===== config.mk =====
export PLATFORM = sky130hd
export DESIGN_NAME = z_core_div_unit
export DESIGN_NICKNAME = d
export VERILOG_FILES = /design/src/rtl/z_core_div_pkg.sv /design/src/rtl/z_core_div_step.sv /design/src/rtl/z_core_div_unit.sv
export SDC_FILE = /design/constraint.sdc
export NUM_CORES = 1
export LEC_CHECK = 0
export ABC_AREA = 1
export ABC_CLOCK_PERIOD_IN_PS = 6000
export BUFFER_PORTS_ARGS = -buffer_cell sky130_fd_sc_hd__clkbuf_2
export CORE_MARGIN = 2
export CORE_UTILIZATION = 38
export DETAILED_ROUTE_END_ITERATION = 12
export SETUP_SLACK_MARGIN = 0.15
export SLEW_MARGIN = 10
export SYNTH_ARGS = -nofsm -noshare
export SYNTH_HDL_FRONTEND = slang
export SYNTH_SLANG_ARGS = --single-unit

===== constraint.sdc =====
create_clock -name clk -period 6 [get_ports clk]
set_input_delay 0.3 -clock clk [delete_from_list [all_inputs] [get_ports clk]]
set_output_delay 0.3 -clock clk [all_outputs]
set_load 0.005 [all_outputs]

===== src/rtl/z_core_div_pkg.sv =====
// Shared core constants for the RV32M divide path: operand width, divide op
// codes (funct3[1:0]) and the divider FSM state encoding.
package z_core_div_pkg;
  localparam int XLEN  = 32;
  localparam int CNT_W = 6;

  localparam logic [1:0] DIV_OP_DIV  = 2'b00;
  localparam logic [1:0] DIV_OP_DIVU = 2'b01;
  localparam logic [1:0] DIV_OP_REM  = 2'b10;
  localparam logic [1:0] DIV_OP_REMU = 2'b11;

  typedef enum logic [2:0] {
    S_IDLE = 3'd0,
    S_PREP = 3'd1,
    S_CALC = 3'd2,
    S_FIX  = 3'd3,
    S_DONE = 3'd4
  } div_state_t;
endpackage


===== src/rtl/z_core_div_step.sv =====
// One combinational restoring radix-2 division iteration over {rem,quo}.
module z_core_div_step #(
  parameter int XLEN = 32
) (
  input  logic [XLEN-1:0] rem_in,
  input  logic [XLEN-1:0] quo_in,
  input  logic [XLEN-1:0] dvsr,
  output logic [XLEN-1:0] rem_out,
  output logic [XLEN-1:0] quo_out
);
  logic [XLEN:0] rem_sh;
  logic [XLEN:0] diff;

  // The shifted remainder can reach 2*dvsr-1, so the trial subtract needs one extra bit.
  assign rem_sh = {rem_in, quo_in[XLEN-1]};
  assign diff   = rem_sh - {1'b0, dvsr};

  always_comb begin
    rem_out = rem_sh[XLEN-1:0];
    quo_out = {quo_in[XLEN-2:0], 1'b0};
    if (!diff[XLEN]) begin
      rem_out    = diff[XLEN-1:0];
      quo_out[0] = 1'b1;
    end
  end
endmodule


===== src/rtl/z_core_div_unit.sv =====
// Multi-cycle RV32M divider (DIV/DIVU/REM/REMU): PREP, XLEN restoring steps,
// sign fixup, then holds the result until the consumer takes it.
module z_core_div_unit #(
  parameter int XLEN  = 32,
  parameter int CNT_W = 6
) (
  input  logic            clk,
  input  logic            rst,
  input  logic            flush,
  input  logic            in_valid,
  output logic            in_ready,
  input  logic [1:0]      div_op,
  input  logic [XLEN-1:0] dividend,
  input  logic [XLEN-1:0] divisor,
  output logic            out_valid,
  input  logic            out_ready,
  output logic [XLEN-1:0] result,
  output logic            busy
);
  import z_core_div_pkg::*;

  localparam logic [XLEN-1:0] INT_MIN = {1'b1, {(XLEN-1){1'b0}}};

  div_state_t       state;
  logic [1:0]       op_q;
  logic [XLEN-1:0]  a_q, b_q;
  logic [XLEN-1:0]  rem_q, quo_q, dvsr_q;
  logic [CNT_W-1:0] cnt;
  logic             sign_q, sign_r;

  logic [XLEN-1:0]  rem_nx, quo_nx;
  logic             is_signed, a_neg, b_neg;
  logic [XLEN-1:0]  a_mag, b_mag;

  // Magnitudes of INT_MIN stay 0x80.. and are then treated as unsigned.
  assign is_signed = ~op_q[0];
  assign a_neg     = is_signed & a_q[XLEN-1];
  assign b_neg     = is_signed & b_q[XLEN-1];
  assign a_mag     = a_neg ? -a_q : a_q;
  assign b_mag     = b_neg ? -b_q : b_q;

  z_core_div_step #(.XLEN(XLEN)) u_step (
    .rem_in  (rem_q),
    .quo_in  (quo_q),
    .dvsr    (dvsr_q),
    .rem_out (rem_nx),
    .quo_out (quo_nx)
  );

  always_ff @(posedge clk) begin
    if (rst) begin
      state     <= S_IDLE;
      in_ready  <= 1'b1;
      out_valid <= 1'b0;
      busy      <= 1'b0;
      result    <= '0;
      cnt       <= '0;
      op_q      <= '0;
      a_q       <= '0;
      b_q       <= '0;
      rem_q     <= '0;
      quo_q     <= '0;
      dvsr_q    <= '0;
      sign_q    <= 1'b0;
      sign_r    <= 1'b0;
    end else if (flush) begin
      state     <= S_IDLE;
      in_ready  <= 1'b1;
      out_valid <= 1'b0;
      busy      <= 1'b0;
    end else begin
      case (state)
        S_IDLE: if (in_valid) begin
          op_q     <= div_op;
          a_q      <= dividend;
          b_q      <= divisor;
          state    <= S_PREP;
          in_ready <= 1'b0;
          busy     <= 1'b1;
        end
        S_PREP: begin
          if (b_q == '0) begin
            result    <= op_q[1] ? a_q : '1;
            out_valid <= 1'b1;
            state     <= S_DONE;
          end else if (is_signed && a_q == INT_MIN && b_q == '1) begin
            result    <= op_q[1] ? '0 : INT_MIN;
            out_valid <= 1'b1;
            state     <= S_DONE;
          end else begin
            rem_q  <= '0;
            quo_q  <= a_mag;
            dvsr_q <= b_mag;
            sign_q <= a_neg ^ b_neg;
            sign_r <= a_neg;
            cnt    <= '0;
            state  <= S_CALC;
          end
        end
        S_CALC: begin
          rem_q <= rem_nx;
          quo_q <= quo_nx;
          cnt   <= cnt + 1'b1;
          if (cnt == CNT_W'(XLEN-1)) state <= S_FIX;
        end
        S_FIX: begin
          if (op_q[1]) result <= sign_r ? -rem_q : rem_q;
          else         result <= sign_q ? -quo_q : quo_q;
          out_valid <= 1'b1;
          state     <= S_DONE;
        end
        S_DONE: if (out_ready) begin
          out_valid <= 1'b0;
          in_ready  <= 1'b1;
          busy      <= 1'b0;
          state     <= S_IDLE;
        end
        default: begin
          state     <= S_IDLE;
          in_ready  <= 1'b1;
          out_valid <= 1'b0;
          busy      <= 1'b0;
        end
      endcase
    end
  end
endmodule


==> impl_metrics.ini <==
[outcome]
outcome = completed

[synthesis]
syn_area_um2 = 15710
synth-seq-area-share_pct = 26.50
yosysWarnings = 0
synth.top_cells.by_area = dfxtp_1, nand2_1, nand3_1
synth.distinct_cells = 45
syn_nets = 2726
synthArstFlopShare_pct = 0
yosysTopAreaCell = dfxtp_1
synth.top_cell.area_share_pct = 26.50
synth_edf_count = 0
ys_ff_latch = 208
synth_area_per_cell_um2 = 6.007
netlist_instances = 2616
synthFlopType = dfxtp_1

[clocking]
clock_latency_ns = 0.55
ctsHtreeMaxLevel = 1
root_buffer = clkbuf_16
cts_tree = done
cts_made_buffers = 25
clkSinkCount = 208
postCtsSetupBuffers = 0
cts_resized = 0
hold_buffers = 19
clock_path_buffers = 3
cts.clk_slew.worst_paths_ns = 0.06

[route]
drt-met1-wl_um = 26780
met2_length_um = 23200
finalWirelength_um = 55220
antenna_left = 0
drc_errors = 0
viasPerCell = 5.296
topRoutingLayerUsed = met5
wl_per_cell_um = 17.16
firstDrtPassIters = 7
drt-initial-drc-count = 1328
wl_met3_um = 3932
num_vias = 17040

[setup_path]
critPathKind = reg -> reg
path_cells = nor2_1 > inv_1 > nor2_2 > inv_2 > nand2_2 > nand2_8 > inv_2 > o21ai_0 > a21oi_1
slowest_stage = nor2_2
critical-path-top-delay-family = simple AND/OR/NAND/NOR gates
path_buf_inv = 3
end_kind = flip-flop
crit_path_start_kind = flip-flop
path_max_fanout = 72
crit_top_cell = inv_2
cp_data_arrival_time_ns = 3.92
required_ns = 6.48
max_stage_delay_ns = 0.69

[global_routing]
grt_pass1_vias = 15600
gr-total-overflow = 0
grt_pass1_wl_um = 86370
grtUsageTotal_pct = 24.84
antenna_found_initial = 1
grt_max_degree = 90

[cells_and_area]
drive_gt1_share_pct = 11.17
syn2layout_area_growth_pct = 11.24
nFillCells = 4411
layout.nets = 2779
diodes = 0

[floorplan]
die_w_um = 207.4
core_area_um2 = 40830
chipHeight_um = 207.4
die-area_um2 = 42990
ios = 106
initial_core_util_pct = 38.48
num_rows = 74

[timing]
setup_viol = 0
period_minus_slack_ns = 3.438
rsz0062_at_grt = no
max-slew-margin-rel_pct = 18.88
fmax_mhz = 290.8
timing.setup.tns_ns = 0
finClkSkew_ns = 0.02072
tightest_slew_ns = 1.214
hold_viol = 0
post-route-period-util_pct = 57.30
slew_viol_final = 0

[placement]
dpl.hpwl_um = 42760
routabilityCongestion = 0.9056
port_buffers = 105

[run]
drv_cap = 0

[power]
irDropWorstVdd_mv = 0.2033
power_density_nw_per_um2 = 244.5
p_leak_nw = 8.101
power_mw = 4.274

[hold_path]
hp-class = in -> reg
[through the flow]
stage | cells | setup slack (ns) | hold WS (ns) | cell area [um2] | util (%)
2_1_floorplan | 2616 | 3.723 | 0.4302 | 15710 | -
3_3_place_gp | 3155 | 2.725 | 0.4520 | 16470 | 40.34
3_5_place_dp | 3155 | 2.621 | 0.4536 | 16470 | 40.34
4_1_cts | 3217 | 2.595 | 0.007187 | 17480 | 42.81
5_1_grt | 3217 | 2.237 | 0.03170 | 17480 | 42.81
6_report | 3217 | 2.562 | 0.02380 | 17480 | 42.81
[report_power, final]
| group | internal [mW] | switching [mW] | total [mW] |
|---|---|---|---|
| clock network | 0.911 | 0.630 | 1.54 |
| registers | 1.44 | 0.0648 | 1.50 |
| logic | 0.371 | 0.857 | 1.23 |
[state kept, by name, indices dropped and copies added (netlist names)]
signal / flops
a_q: 32
b_q: 32
dvsr_q: 32
quo_q: 32
rem_q: 32
result: 32
cnt: 6
state: 3
op_q: 2
busy: 1
in_ready: 1
out_valid: 1
sign_q: 1
sign_r: 1
[tightest hold or removal path: stages]
cell and delay, ns:
clkbuf_2 0.07, o21ai_0 0.07, a21oi_1 0.10
[kinds of logic after synthesis]
family | after synthesis | synth area share [%]
buffers and inverters | 431 | 11.03
flip-flops | 208 | 26.50
AO/OA/AOI/OAI | 467 | 16.04
XOR/XNOR | 52 | 2.898
adder cells (fa/ha/maj) | 39 | 3.153
AND/OR/NAND/NOR | 1419 | 40.38
[routing by layer]
layer  track usage (%)  vias up
met5                 0        -
met4             6.626        2
met3             3.661       74
met2             37.21      566
met1             36.87     7842
li1                  -     8553
[cells in the final DEF (no fill, tap or decap), types with 30 or more instances in the layout]
master    instances
a21oi_1         196
clkbuf_2        104
dfxtp_1         208
ha_1             38
inv_1           299
nand2_1         677
nand2_2          31
nand3_1         264
nor2_1          293
nor3_1           30
o21ai_0         211
xor2_1           38
[synth_stat cells (all sizes together) (2+ instances only)]
cell,instances
a211oi,4
a21o,2
a21oi,221
a22oi,4
and2,4
and3,2
buf,48
clkbuf,61
dfxtp,208
ha,38
inv,322
nand2,717
nand3,295
nand3b,21
nand4,29
nor2,314
nor3,31
nor4,3
o211ai,7
o21a,2
o21ai,217
o21bai,7
o31ai,2
or2,3
xnor2,14
xor2,38
[area by class of cell]
class	count	area, um2	share of cell area (%)
tap	532	665.6	3.808
timing repair buffer	135	800.8	4.581
sequential	208	4164	23.82
inverter	322	1209	6.914
clock inverter	8	103.9	0.5941
clock buffer	35	713.2	4.080
multi-input combinational	1977	9824	56.20
[path summary, 6_finish.rpt]
check | from | endpoint | slack (ns) | cells past startpoint
max | state[2]$_SDFFE_PP0P_ | quo_q[1]$_SDFFE_PP0P_ | 2.56 | 9
min | divisor[7] | b_q[7]$_SDFFE_PP0P_ | 0.02 | 3
max reg2reg | state[2]$_SDFFE_PP0P_ | quo_q[1]$_SDFFE_PP0P_ | 2.56 | 9
min reg2reg | dvsr_q[2]$_SDFFE_PP0P_ | dvsr_q[2]$_SDFFE_PP0P_ | 0.46 | 2
No activity file was read; power rests on OpenSTA's default activity.
